**src/rtl/serial_twos_complement_adder.sv**
```systemverilog
// Bit-serial two's-complement adder: one full-adder cell, LSB first, start/done handshake.
// Optional build macro SERIAL_ADD_SATURATE_EN clamps the result to the signed limit on overflow.
module serial_twos_complement_adder #(
  parameter int WIDTH = 4,
  parameter int CNT_W = $clog2(WIDTH+1)
) (
  input  logic             clk,
  input  logic             rst,
  input  logic [WIDTH-1:0] a,
  input  logic [WIDTH-1:0] b,
  input  logic             start,
  output logic [WIDTH-1:0] sum,
  output logic             carry,
  output logic             overflow,
  output logic             busy,
  output logic             done
);

  typedef enum logic [1:0] {IDLE, ADD, DONE} state_t;

  state_t           state, state_nxt;
  logic [WIDTH-1:0] a_sh, b_sh, sum_sh;
  logic [CNT_W-1:0] cnt;
  logic             c;
  logic             last;
  logic             s_bit, c_nxt;
  logic [WIDTH-1:0] sum_res;
  logic [WIDTH-1:0] sum_out;
  logic             ovf_res;

  assign last    = (cnt == CNT_W'(WIDTH-1));
  assign s_bit   = a_sh[0] ^ b_sh[0] ^ c;
  assign c_nxt   = (a_sh[0] & b_sh[0]) | (a_sh[0] & c) | (b_sh[0] & c);
  assign sum_res = {s_bit, sum_sh[WIDTH-1:1]};
  // c still holds the carry into the MSB on the last bit, so no separate cin flop is needed.
  assign ovf_res = c ^ c_nxt;

`ifdef SERIAL_ADD_SATURATE_EN
  // On overflow both operands share a sign; a_sh[0] is that sign bit on the last cycle.
  assign sum_out = !ovf_res ? sum_res :
                   a_sh[0]  ? {1'b1, {(WIDTH-1){1'b0}}} :
                              {1'b0, {(WIDTH-1){1'b1}}};
`else
  assign sum_out = sum_res;
`endif

  always_comb begin
    state_nxt = state;
    case (state)
      IDLE:    if (start) state_nxt = ADD;
      ADD:     if (last)  state_nxt = DONE;
      DONE:    state_nxt = IDLE;
      default: state_nxt = IDLE;
    endcase
  end

  assign busy = (state != IDLE);
  assign done = (state == DONE);

  always_ff @(posedge clk) begin
    if (rst) begin
      state    <= IDLE;
      a_sh     <= '0;
      b_sh     <= '0;
      sum_sh   <= '0;
      cnt      <= '0;
      c        <= 1'b0;
      sum      <= '0;
      carry    <= 1'b0;
      overflow <= 1'b0;
    end else begin
      state <= state_nxt;
      case (state)
        IDLE: if (start) begin
          a_sh   <= a;
          b_sh   <= b;
          sum_sh <= '0;
          cnt    <= '0;
          c      <= 1'b0;
        end
        ADD: begin
          a_sh   <= a_sh >> 1;
          b_sh   <= b_sh >> 1;
          sum_sh <= sum_res;
          c      <= c_nxt;
          cnt    <= cnt + CNT_W'(1);
          // Results land on the edge entering DONE so they are visible alongside done.
          if (last) begin
            sum      <= sum_out;
            carry    <= c_nxt;
            overflow <= ovf_res;
          end
        end
        default: ;
      endcase
    end
  end

endmodule

```
**config.mk**
```make
export PLATFORM = sky130hd
export DESIGN_NAME = serial_twos_complement_adder
export DESIGN_NICKNAME = d
export VERILOG_FILES = /design/src/rtl/serial_twos_complement_adder.sv
export SDC_FILE = /design/constraint.sdc
export NUM_CORES = 1
export LEC_CHECK = 0
export CAP_MARGIN = 20
export CELL_PAD_IN_SITES_DETAIL_PLACEMENT = 1
export CELL_PAD_IN_SITES_GLOBAL_PLACEMENT = 2
export CORE_ASPECT_RATIO = 0.75
export CORE_MARGIN = 4
export CORE_UTILIZATION = 33
export DETAILED_ROUTE_END_ITERATION = 8
export DONT_BUFFER_PORTS = 1
export HOLD_SLACK_MARGIN = 0.02
export PLACE_DENSITY_LB_ADDON = 0.15
export RECOVER_POWER = 25
export SLEW_MARGIN = 20
export SYNTH_ARGS = -nofsm -noshare
export SYNTH_HDL_FRONTEND = slang
export SYNTH_SLANG_ARGS = --single-unit
export TNS_END_PERCENT = 50
```
**constraint.sdc**
```tcl
create_clock -name clk -period 1.25 [get_ports clk]
set_input_delay 0.1875 -clock clk [delete_from_list [all_inputs] [get_ports clk]]
set_output_delay 0.1875 -clock clk [all_outputs]
set_load 0.005 [all_outputs]
```
# [Yosys cells after proc, flatten, opt, wreduce, memory -nomap -nowiden]
# Cells that the tools add are included.
[classes] n_addsub=1 eq_ne=5 mux=13 bitwise_logic=8 reduce_logical=6
[ops] operator="4-bit case mux with 2 select lines" n=3
[ops] operator="4-bit two-way mux" n=3
[ops] operator="3-bit case mux with 2 select lines" n=1
[ops] operator="2-bit AND reduction" n=3
[ops] operator="2-bit two-way mux" n=2
[ops] operator="2-bit inequality test, second input constant" n=2
[ops] operator="2-bit case mux with 2 select lines" n=1
[ops] operator="2-bit nonzero test" n=2
[ops] operator="3-bit by 1-bit adder with 3-bit output, second input constant" n=1
[ops] operator="1-bit AND" n=3
[ops] operator="3-bit by 2-bit == test with 1-bit output, second input constant" n=1
[ops] operator="3-bit two-way mux" n=1
[ops] operator="1-bit XOR" n=3
[ops] operator="2-bit by 1-bit == test with 1-bit output, second input constant" n=1
[ops] operator="2-bit == test, second input constant" n=1
[ops] operator="2-bit zero test" n=1
[ops] operator="1-bit bitwise OR" n=2
[ops] operator="1-bit case mux with 2 select lines" n=1
[ops] operator="1-bit two-way mux" n=1
[word_totals] ff_bits=24 in_bits=11 out_inout_bits=8 elab_cells=42

# [Longest topological paths before layout]
# Gate-level depths: netlist (run 1).
[logic_depth] depth_word=4 depth_mapped=6 depth_no_buf=5

# [Worst setup path after synthesis (run 1)]
# Ideal clock, no wire load.
[synth_timing] path_kind="register to register" start="reg cnt[0]" end="reg overflow" setup_time_ps=128 arrival_ps=1171 required_time_ps=1122 slack_ps=-49 path_stages_with_launch=7 n_path_buf=1 period_less_slack_ps=1299 cell_sequence="dfxtp_1 -> ha_1 -> ha_1 -> and3b_1 -> buf_4 -> mux2i_1 -> nor2_1"
[synth_via] elab_chain_len=2
[synth_rtl] element="from (decl)" line_no="23" source="logic [CNT_W-1:0] cnt;"
[synth_rtl] element="from (signal assigned)" line_no="86" source="cnt <= cnt + CNT_W'(1);"
[synth_rtl] element="3-bit by 2-bit == test with 1-bit output" line_no="31" source="assign last = (cnt == CNT_W'(WIDTH-1));"
[synth_rtl] element="2-bit AND reduction (no source line)"
[synth_rtl] element="to (signal assigned)" line_no="91" source="overflow <= ovf_res;"
[synth_rtl] element="to (decl)" line_no="14" source="output logic overflow,"
# Every way passes these cells.
# A chain may end at the register's enable or synchronous reset.

# [Worst setup path after layout (run 1)]
[layout_timing] start="reg cnt[0]" end="reg sum[1]"
[layout_via] elab_chain_len=2
[layout_rtl] element="3-bit by 2-bit == test with 1-bit output" line_no="31"
[layout_rtl] element="2-bit AND reduction (no source line)"
[layout_rtl] element="to (signal assigned)" line_no="89" source="sum <= sum_out;"
[layout_rtl] element="to (decl)" line_no="12" source="output logic [WIDTH-1:0] sum,"
# Every way passes these cells.

==> out/metrics.csv, run 1 <==
stage,metric,value,unit
outcome,outcome,"finished, violations left",
outcome,failed_checks,"hold timing, setup timing",
clock_network,worstSkewPairLatency,0.26,ns
worst_setup_path,required,1.41,ns
timing,fmax,767.0,MHz
clock_network,cts_sinks,23,
global_route,grt_use_total,13.47,%
placed_design,gp_congestion,0.7429,
detailed_routing,wirelength,2206,um
worst_setup_path,crit_arrival,1.46,ns
floorplan,die_w,70.31,um
hold_path,min_to,cnt[0],
synthesis,synthArstFlopShare,0,%
global_route,grt_antenna_before_repair,0,
timing,maxSlewHeadroom,68.47,%
global_route,grt_pass1_vias,760,
floorplan,ios,19,
timing,fin_crit_sh,104.3,%
detailed_routing,wire_per_inst,15.21,um
detailed_routing,drtIter0Drc,15,
placed_design,dp_hpwl,1488,um
synthesis,yosys_register_bits,23,
synthesis,seq_area_frac_synth,47.92,%
worst_setup_path,crit_slowest_cell,dfxtp_2,
final_layout,nNetsFinal,124,
global_route,grt_max_degree,24,
clock_network,cts_tree,done,
worst_setup_path,crit_fanout,4,
timing,maxSlewViolCount,0,
synthesis,syn-cell-area,960.9,um2
detailed_routing,wl_met3,122,um
synthesis,synth_top_area_share,47.92,%
timing,rsz0062_at_grt,true,
worst_setup_path,r2r-end,sum[1],
hold_path,holdPathStages,1,
hold_path,min-delay-start,rst,
worst_setup_path,endpoint_kind,flop,
worst_setup_path,worstPathBufferInverterCount,1,
floorplan,coreArea,2703,um2
synthesis,postSynthAreaPerCell,9.706,um2
timing,final.setup.worst_slack,-0.05386,ns
detailed_routing,viasPerCell,4.945,
final_layout,syn2layout_area_growth,21.61,%
synthesis,synth_fp_nets,113,
worst_setup_path,critPathMaxStageDelay,0.34,ns
floorplan,die_y,54.73,um
worst_setup_path,timing.rr.start,cnt[0],
clock_network,ctsHtreeMaxLevel,1,
final_layout,fill_cells,311,
worst_setup_path,crit_cells,6,
worst_setup_path,start_kind,flop,
worst_setup_path,cpMostUsedCell,ha_4,
worst_setup_path,worstSetupPathType,flop to flop,
detailed_routing,route.met2.wl,960,um
synthesis,synthFlopType,dfxtp_1,
timing,holdWs,-0.01967,ns
detailed_routing,vias,717,
timing,worst_slew_pin_slew,0.4727,ns
global_route,grt_pass1_wl,3857,um
placed_design,io_buffers,0,
worst_setup_path,cp_top_family,flip-flops,
final_layout,diodes,0,
detailed_routing,top_layer,met4,
clock_network,clock-root-buffer,clkbuf_8,
worst_setup_path,path_cells,"ha_4, ha_4, and3b_2, buf_6, mux2i_1, nor2_1",
floorplan,start_util,35.56,%
final_layout,drive_above_1_share,33.94,%
synthesis,ys.warnings.count,0,
power,peakVddDrop,0.0005456,V
detailed_routing,ant_nets,0,
timing,hold_viol_final,17,
timing,min_period,1.304,ns
timing,tns,-0.1765,ns
worst_setup_path,reg2reg_setup_slack,-0.05,ns
power,finalPower,1.405,mW
final_layout,layout_common_cells,"16 x dfxtp_1, 15 x nor2_1, 10 x inv_1",
power,p_leak,0.4397,nW
final_layout,final_common_cell,dfxtp_1,
power,power.density,1202,nW/um2
run,maxCapViolCount,0,
synthesis,yosys-top-cells-area,"dfxtp_1 48%, nor2_1 7.0%, mux2i_1 6.3%",
placed_design,dp_slack,-0.1039,ns
clock_network,cts.clk_slew.worst_paths,0.08,ns
final_layout,fin_cells,145,
global_route,grt_overflow,0,
timing,finClkSkew,0.004395,ns
floorplan,num_rows,16,
clock_network,cts_buffer_depth,2,
synthesis,ys_types,24,
detailed_routing,drt_pass1_iterations,4,
clock_network,cts_buffers,3,
worst_setup_path,r2r_cells,6,
synthesis,synth_edf_count,0,
hold_path,hold_path.class,primary input to flop,
placed_design,dp_cells,139,
detailed_routing,drc,0,
synthesis,synthCells,99,
timing,setup_viol,5,
detailed_routing,wl_met1,1115,um
synthesis,synth_area_leader_cell,dfxtp_1,
floorplan,die_area,3848,um2
==> power by group <==
| part | total [mW] | internal [mW] | switching [mW] |
|---|---|---|---|
| Clock | 0.455 | 0.227 | 0.228 |
| Sequential | 0.787 | 0.765 | 0.0228 |
| Combinational | 0.163 | 0.0893 | 0.0736 |
==> cell families (layout without fill, tap and decap cells) <==
family	after synthesis	count (layout)	share of synthesized area (%)
AO/OA/AOI/OAI	23	23	20.57
XOR/XNOR	1	1	0.9116
adder cells (fa/ha/maj)	3	3	4.687
buffers and inverters	17	27	7.550
flip-flops	23	23	47.92
multiplexers	6	6	6.250
AND/OR/NAND/NOR	26	26	12.11
==> layer usage <==
layer  GRT usage (%)  vias up
met5               0        -
met3           5.505        2
met1           16.34      341
met2           22.36       13
met4           3.822        0
li1                -      361
==> flip-flops by register name, summed over array words and instances (netlist names) <==
register,flops
b_sh,4
sum_sh,3
a_sh,4
cnt,3
overflow,1
carry,1
sum,4
c,1
state,2
==> what timing repair did <==
| action | in CTS | in global routing |
|---|---|---|
| pin swaps | 1 | 4 |
| gates resized for setup | 9 | 7 |
| setup endpoints to repair | 13 | 14 |
| endpoints found under the hold margin | 17 | 17 |
| setup buffers | 1 | 1 |
==> final cells by class <==
cell class                 count  area (um2)  share of cell area [%]
clock buffer                   4       45.04                   3.854
inverter                      12       45.04                   3.854
multi-input combinational     59       470.5                   40.26
sequential                    23       469.2                   40.15
tap                           36       45.04                   3.854
timing repair buffer          11       93.84                   8.030
==> synthesized netlist by cell type (2+ instances only) <==
master / n
buf_4: 2
o221a_1: 3
a211oi_2: 2
nor3_1: 2
a2bb2oi_1: 3
mux2i_1: 6
a21oi_1: 6
o221a_2: 3
a22oi_1: 5
ha_1: 2
dfxtp_1: 23
inv_1: 12
nor2b_1: 2
nor2_1: 18
==> worst max path at each step <==
stage / slack, ns / startpoint / to
final: -0.05 / cnt[0] / sum[1]
after global placement: -0.09 / cnt[1] / sum[1]
after global routing: -0.11 / cnt[0] / sum[2]
after CTS: -0.06 / cnt[0] / sum[1]
after floorplan: -0.002 / b_sh[0] / sum_sh[3]
after detailed placement: -0.10 / cnt[1] / sum[1]
==> worst register-to-register path, cell delays in order, from the launching register on <==
cell     delay [ns]
dfxtp_2        0.34
ha_4           0.16
ha_4           0.15
and3b_2        0.22
buf_6          0.14
mux2i_1        0.14
nor2_1         0.05
==> metrics by stage <==
stage          cell area, um2  utilization, %
5_1_grt                  1169           43.24
6_report                 1169           43.24
3_3_place_gp             1066           39.44
4_1_cts                  1151           42.59
2_1_floorplan           984.7               -
3_5_place_dp             1066           39.44
No activity file was read; power rests on OpenSTA's default activity.
==> run 2: changes to the inputs <==
--- a/config.mk
+++ b/config.mk
@@ -11,11 +11,13 @@
 export CORE_ASPECT_RATIO = 0.75
 export CORE_MARGIN = 4
 export CORE_UTILIZATION = 33
+export CTS_CLUSTER_SIZE = 40
 export DETAILED_ROUTE_END_ITERATION = 8
 export DONT_BUFFER_PORTS = 1
 export HOLD_SLACK_MARGIN = 0.02
 export PLACE_DENSITY_LB_ADDON = 0.15
 export RECOVER_POWER = 25
+export SETUP_SLACK_MARGIN = 0.4
 export SLEW_MARGIN = 20
 export SYNTH_ARGS = -nofsm -noshare
 export SYNTH_HDL_FRONTEND = slang
==> out/metrics.csv, run 2 (synthesized netlist as in run 1, its figures left out) <==
stage,metric,value,unit
global_route,grt_max_degree,24,
placed_design,dpl_cell_area,1106,um2
timing,maxSlewViolCount,0,
timing,finClkSkew,0.006350,ns
timing,final.setup.worst_slack,-0.06377,ns
clock_network,clock-root-buffer,clkbuf_8,
worst_setup_path,crit_arrival,1.47,ns
floorplan,start_util,35.56,%
clock_network,cts_buffers,3,
floorplan,die_area,3848,um2
power,power_switching,0.3601,mW
floorplan,ios,19,
clock_network,ctsHtreeMaxLevel,1,
timing,holdWs,-0.02852,ns
timing,min_period,1.314,ns
placed_design,io_buffers,0,
detailed_routing,drc,0,
placed_design,dp_slack,-0.1664,ns
worst_setup_path,cp_top_family,flip-flops,
placed_design,gp_congestion,0.7017,
worst_setup_path,path_cells,"ha_4, ha_4, and3b_2, buf_12, mux2i_1, nor2_1",
final_layout,layout_common_cells,"17 x dfxtp_1, 13 x nor2_1, 10 x inv_1",
hold_path,hold_path.class,primary input to flop,
final_layout,final_common_cell,dfxtp_1,
worst_setup_path,worstSetupPathType,flop to flop,
worst_setup_path,worstPathBufferInverterCount,1,
timing,fmax,761.2,MHz
global_route,met2_usage,21.58,%
worst_setup_path,cpMostUsedCell,ha_4,
worst_setup_path,required,1.41,ns
final_layout,drive_above_1_share,50.88,%
clock_network,cts_tree,done,
power,clockPowerShare,31.2,%
final_layout,final_area,1378,um2
clock_network,worstSkewPairLatency,0.26,ns
final_layout,fill_cells,297,
power,seqPwrFrac,53.1,%
global_route,grt_use_total,13.74,%
detailed_routing,wirelength,2396,um
worst_setup_path,crit_slowest_cell,dfxtp_2,
global_route,grt_pass1_wl,3939,um
final_layout,largestRegisters,"a_sh: 4 flops, b_sh: 4 flops, sum: 4 flops",
worst_setup_path,critPathMaxStageDelay,0.35,ns
detailed_routing,ant_nets,0,
timing,rsz0062_at_grt,true,
final_layout,syn2layout_area_growth,43.36,%
clock_network,cts.clk_slew.worst_paths,0.08,ns
worst_setup_path,r2r-end,sum[0],
worst_setup_path,crit_fanout,8,
worst_setup_path,r2r_cells,6,
worst_setup_path,endpoint,sum[0],
worst_setup_path,start_kind,flop,
power,finalPower,1.476,mW
final_layout,nNetsFinal,129,
timing,tns,-0.2549,ns
worst_setup_path,endpoint_kind,flop,
power,peakVddDrop,0.0006466,V
final_layout,fin_util,50.97,%
detailed_routing,wire_per_inst,15.97,um
global_route,grt_use_met3,5.138,%
timing,worst_slew_pin_slew,0.2541,ns
outcome,failed_checks,"hold timing, setup timing",
clock_network,cts_buffer_depth,2,
timing,hold_viol_final,17,
worst_setup_path,crit_cells,6,
global_route,grt_pass1_vias,752,
floorplan,coreArea,2703,um2
run,maxCapViolCount,0,
detailed_routing,drtIter0Drc,26,
detailed_routing,viasPerCell,4.940,
placed_design,dp_hpwl,1529,um
floorplan,die_y,54.73,um
power,pwr-share-comb,15.7,%
floorplan,die_w,70.31,um
global_route,grt-busiest-layer,met2,
final_layout,fin_cells,150,
final_layout,diodes,0,
power,p_int,1.116,mW
timing,fin_crit_sh,105.1,%
global_route,grt_use_met1,17.83,%
power,power.density,1072,nW/um2
worst_setup_path,reg2reg_setup_slack,-0.06,ns
global_route,grt_overflow,0,
worst_setup_path,timing.rr.start,cnt[0],
detailed_routing,drt_pass1_iterations,4,
timing,maxSlewHeadroom,82.99,%
global_route,grt_antenna_before_repair,0,
worst_setup_path,crit_path_start,cnt[0],
clock_network,cts_sinks,23,
placed_design,dp_cells,137,
outcome,outcome,"finished, violations left",
power,swShare,24.39,%
floorplan,num_rows,16,
detailed_routing,vias,741,
timing,setup_viol,5,
power,p_leak,0.5046,nW
-- run 2: timing repair --
action | in CTS | in global routing
hold endpoints to repair | 17 | 17
setup buffers | 5 | 3
pin swaps | 16 | 20
resized for setup | 30 | 4
endpoints found under the setup margin | 26 | 27
cloned | 1 | 0
-- run 2: final cells by class --
type                    instances  area [um2]  share of cell area [%]
clock buffers                   3       41.29                   2.997
clock inverters                 1       5.005                  0.3633
inverters                      12       45.04                   3.270
multi-input cells              59       583.1                   42.33
flip-flops and latches         23       467.9                   33.97
well taps                      36       45.04                   3.270
repair buffers                 16       190.2                   13.81
-- run 2: worst min-delay path by stage --
stage / depth (start not counted) / start / endpoint / slack (ns)
finish: 1 / rst / cnt[0] / -0.03
floorplan: 2 / a[3] / a_sh[3] / 0.34
detailed placement: 1 / rst / sum[3] / 0.26
global placement: 1 / rst / c / 0.26
global route: 1 / rst / sum_sh[1] / -0.04
CTS: 1 / rst / sum[3] / -0.03
-- run 2: routing by layer --
metal	vias up	wire [um]	share of wire, %
li1	370	-	-
met1	353	1191	50
met2	12	1052	44
met3	6	114	4.8
met4	0	36	1.5
met5	-	0	0
-- run 2: power by group through the flow --
stage          Combinational (mW)  Sequential, mW  Clock, mW
2_1_floorplan               0.119           0.795          0
4_1_cts                     0.232           0.784      0.475
5_1_grt                     0.250           0.788      0.520
3_5_place_dp                0.155           0.799          0
3_3_place_gp                0.153           0.798          0
6_report                    0.232           0.784      0.460
-- run 2: worst reg2reg max path: cells and delay by family (launching register included) --
| family | cells | cell delay (ns) |
|---|---|---|
| adders and majority gates | 2 | 0.31 |
| buffers and inverters | 1 | 0.15 |
| DFF | 1 | 0.35 |
| muxes | 1 | 0.14 |
| and+or+nand+nor | 2 | 0.26 |
==> run 3: changes to the inputs <==
--- a/config.mk
+++ b/config.mk
@@ -5,6 +5,7 @@
 export SDC_FILE = /design/constraint.sdc
 export NUM_CORES = 1
 export LEC_CHECK = 0
+export ABC_CLOCK_PERIOD_IN_PS = 1250
 export CAP_MARGIN = 20
 export CELL_PAD_IN_SITES_DETAIL_PLACEMENT = 1
 export CELL_PAD_IN_SITES_GLOBAL_PLACEMENT = 2
==> constraint.sdc (replaced) <==
create_clock -name clk -period 1.25 [get_ports clk]
set_input_delay 0.1875 -clock clk [delete_from_list [all_inputs] [get_ports clk]]
set_output_delay 0.1875 -clock clk [all_outputs]
set_load 0.05 [all_outputs]
==> out/metrics.csv, run 3 (synthesized netlist as in run 1, its figures left out) <==
stage,metric,value,unit
outcome,outcome,"finished, violations left",
outcome,failed_checks,"hold timing, setup timing",
placed_design,gp_congestion,0.6938,
worst_setup_path,crit_path_start,cnt[0],
clock_network,cts_tree,done,
final_layout,fin_cells,161,
global_route,grt_pass1_wl,4347,um
timing,hold_viol_final,16,
clock_network,cts_buffer_depth,2,
floorplan,die_area,3848,um2
floorplan,coreArea,2703,um2
detailed_routing,wire_per_inst,16.55,um
placed_design,dpl_cell_area,1194,um2
timing,maxSlewHeadroom,81.12,%
global_route,grt_pass1_vias,870,
run,maxCapViolCount,0,
final_layout,final_area,1465,um2
power,peakVddDrop,0.0004618,V
timing,fin_crit_sh,107.9,%
clock_network,ctsHtreeMaxLevel,1,
detailed_routing,drt_pass1_iterations,4,
timing,final.setup.worst_slack,-0.09897,ns
floorplan,ios,19,
final_layout,final_common_cell,dfxtp_1,
timing,worst_slew_pin_slew,0.2845,ns
global_route,grt_antenna_before_repair,0,
final_layout,diodes,0,
clock_network,worstSkewPairLatency,0.26,ns
timing,min_period,1.349,ns
placed_design,dp_cells,145,
timing,setup_viol,7,
worst_setup_path,required,1.41,ns
worst_setup_path,start_kind,flop,
worst_setup_path,endpoint_kind,flop,
timing,tns,-0.3412,ns
clock_network,cts.clk_slew.worst_paths,0.08,ns
global_route,grt_overflow,0,
power,power.density,1023,nW/um2
detailed_routing,viasPerCell,5.056,
clock_network,clock-root-buffer,clkbuf_8,
floorplan,die_y,54.73,um
placed_design,dp_slack,-0.1438,ns
timing,maxSlewViolCount,0,
detailed_routing,vias,814,
worst_setup_path,worstSetupPathType,flop to flop,
detailed_routing,wirelength,2664,um
final_layout,nNetsFinal,140,
worst_setup_path,crit_fanout,8,
placed_design,io_buffers,0,
floorplan,start_util,35.56,%
floorplan,num_rows,16,
final_layout,syn2layout_area_growth,52.47,%
global_route,grt_max_degree,24,
worst_setup_path,crit_arrival,1.51,ns
timing,holdWs,-0.02100,ns
detailed_routing,drtIter0Drc,23,
detailed_routing,ant_nets,0,
global_route,grt_use_total,15.02,%
power,p_leak,0.5647,nW
final_layout,fill_cells,299,
detailed_routing,drc,0,
timing,fmax,741.3,MHz
clock_network,cts_buffers,3,
hold_path,min-delay-start,rst,
final_layout,largestRegisters,"a_sh: 4 flops, b_sh: 4 flops, sum: 4 flops",
hold_path,hold_path.class,primary input to flop,
worst_setup_path,timing.rr.start,cnt[0],
placed_design,dp_hpwl,1608,um
timing,rsz0062_at_grt,true,
final_layout,drive_above_1_share,53.60,%
floorplan,die_w,70.31,um
clock_network,cts_sinks,23,
final_layout,layout_common_cells,"16 x dfxtp_1, 13 x nor2_1, 11 x buf_4",
timing,finClkSkew,0.002505,ns
run 3: routing by layer:
| layer | global-route usage (%) | share of wire (%) |
|---|---|---|
| met4 | 6.051 | 1.8 |
| met3 | 5.138 | 5.5 |
| met5 | 0 | 0 |
| met2 | 25.78 | 47 |
| met1 | 17.60 | 46 |
run 3: path summary, 6_finish.rpt:
| path | end | slack (ns) | depth (start not counted) |
|---|---|---|---|
| setup reg to reg | sum[2] | -0.1 | 6 |
| hold / removal | c | -0.02 | 1 |
| setup / recovery | sum[2] | -0.1 | 6 |
| hold reg to reg | sum[1] | 0.50 | 2 |
run 3: cell type report:
type | instances | area, um2 | area share [%]
Multi-Input combinational cell | 59 | 553.0 | 37.75
Sequential cell | 23 | 469.2 | 32.02
Timing Repair Buffer | 27 | 307.8 | 21.01
Clock buffer | 4 | 45.04 | 3.074
Inverter | 12 | 45.04 | 3.074
Tap cell | 36 | 45.04 | 3.074
run 3: critical path, stage by stage (launching register included):
cell and delay, ns:
dfxtp_2 0.34, ha_4 0.16, ha_4 0.15, and3b_2 0.21, buf_12 0.15, mux2i_2 0.17, nor2_1 0.07
run 3: through the flow:
stage	power [mW]	utilization, %
2_1_floorplan	0.9234	-
3_3_place_gp	0.9710	44.17
3_5_place_dp	0.9755	44.17
4_1_cts	1.504	53.47
5_1_grt	1.565	54.21
6_report	1.499	54.21
run 3: timing repair:
item	4_1_cts	5_1_grt
setup buffers	8	3
setup endpoints to repair	31	31
gates cloned	1	0
endpoints found under the hold margin	17	17
resized for setup	31	7
pin swaps	8	6
run 3: power by group:
part           total, mW  internal, mW  switching, mW
logic              0.256         0.143          0.114
clock network      0.456         0.227          0.229
registers          0.786         0.765         0.0218
total               1.50          1.13          0.364
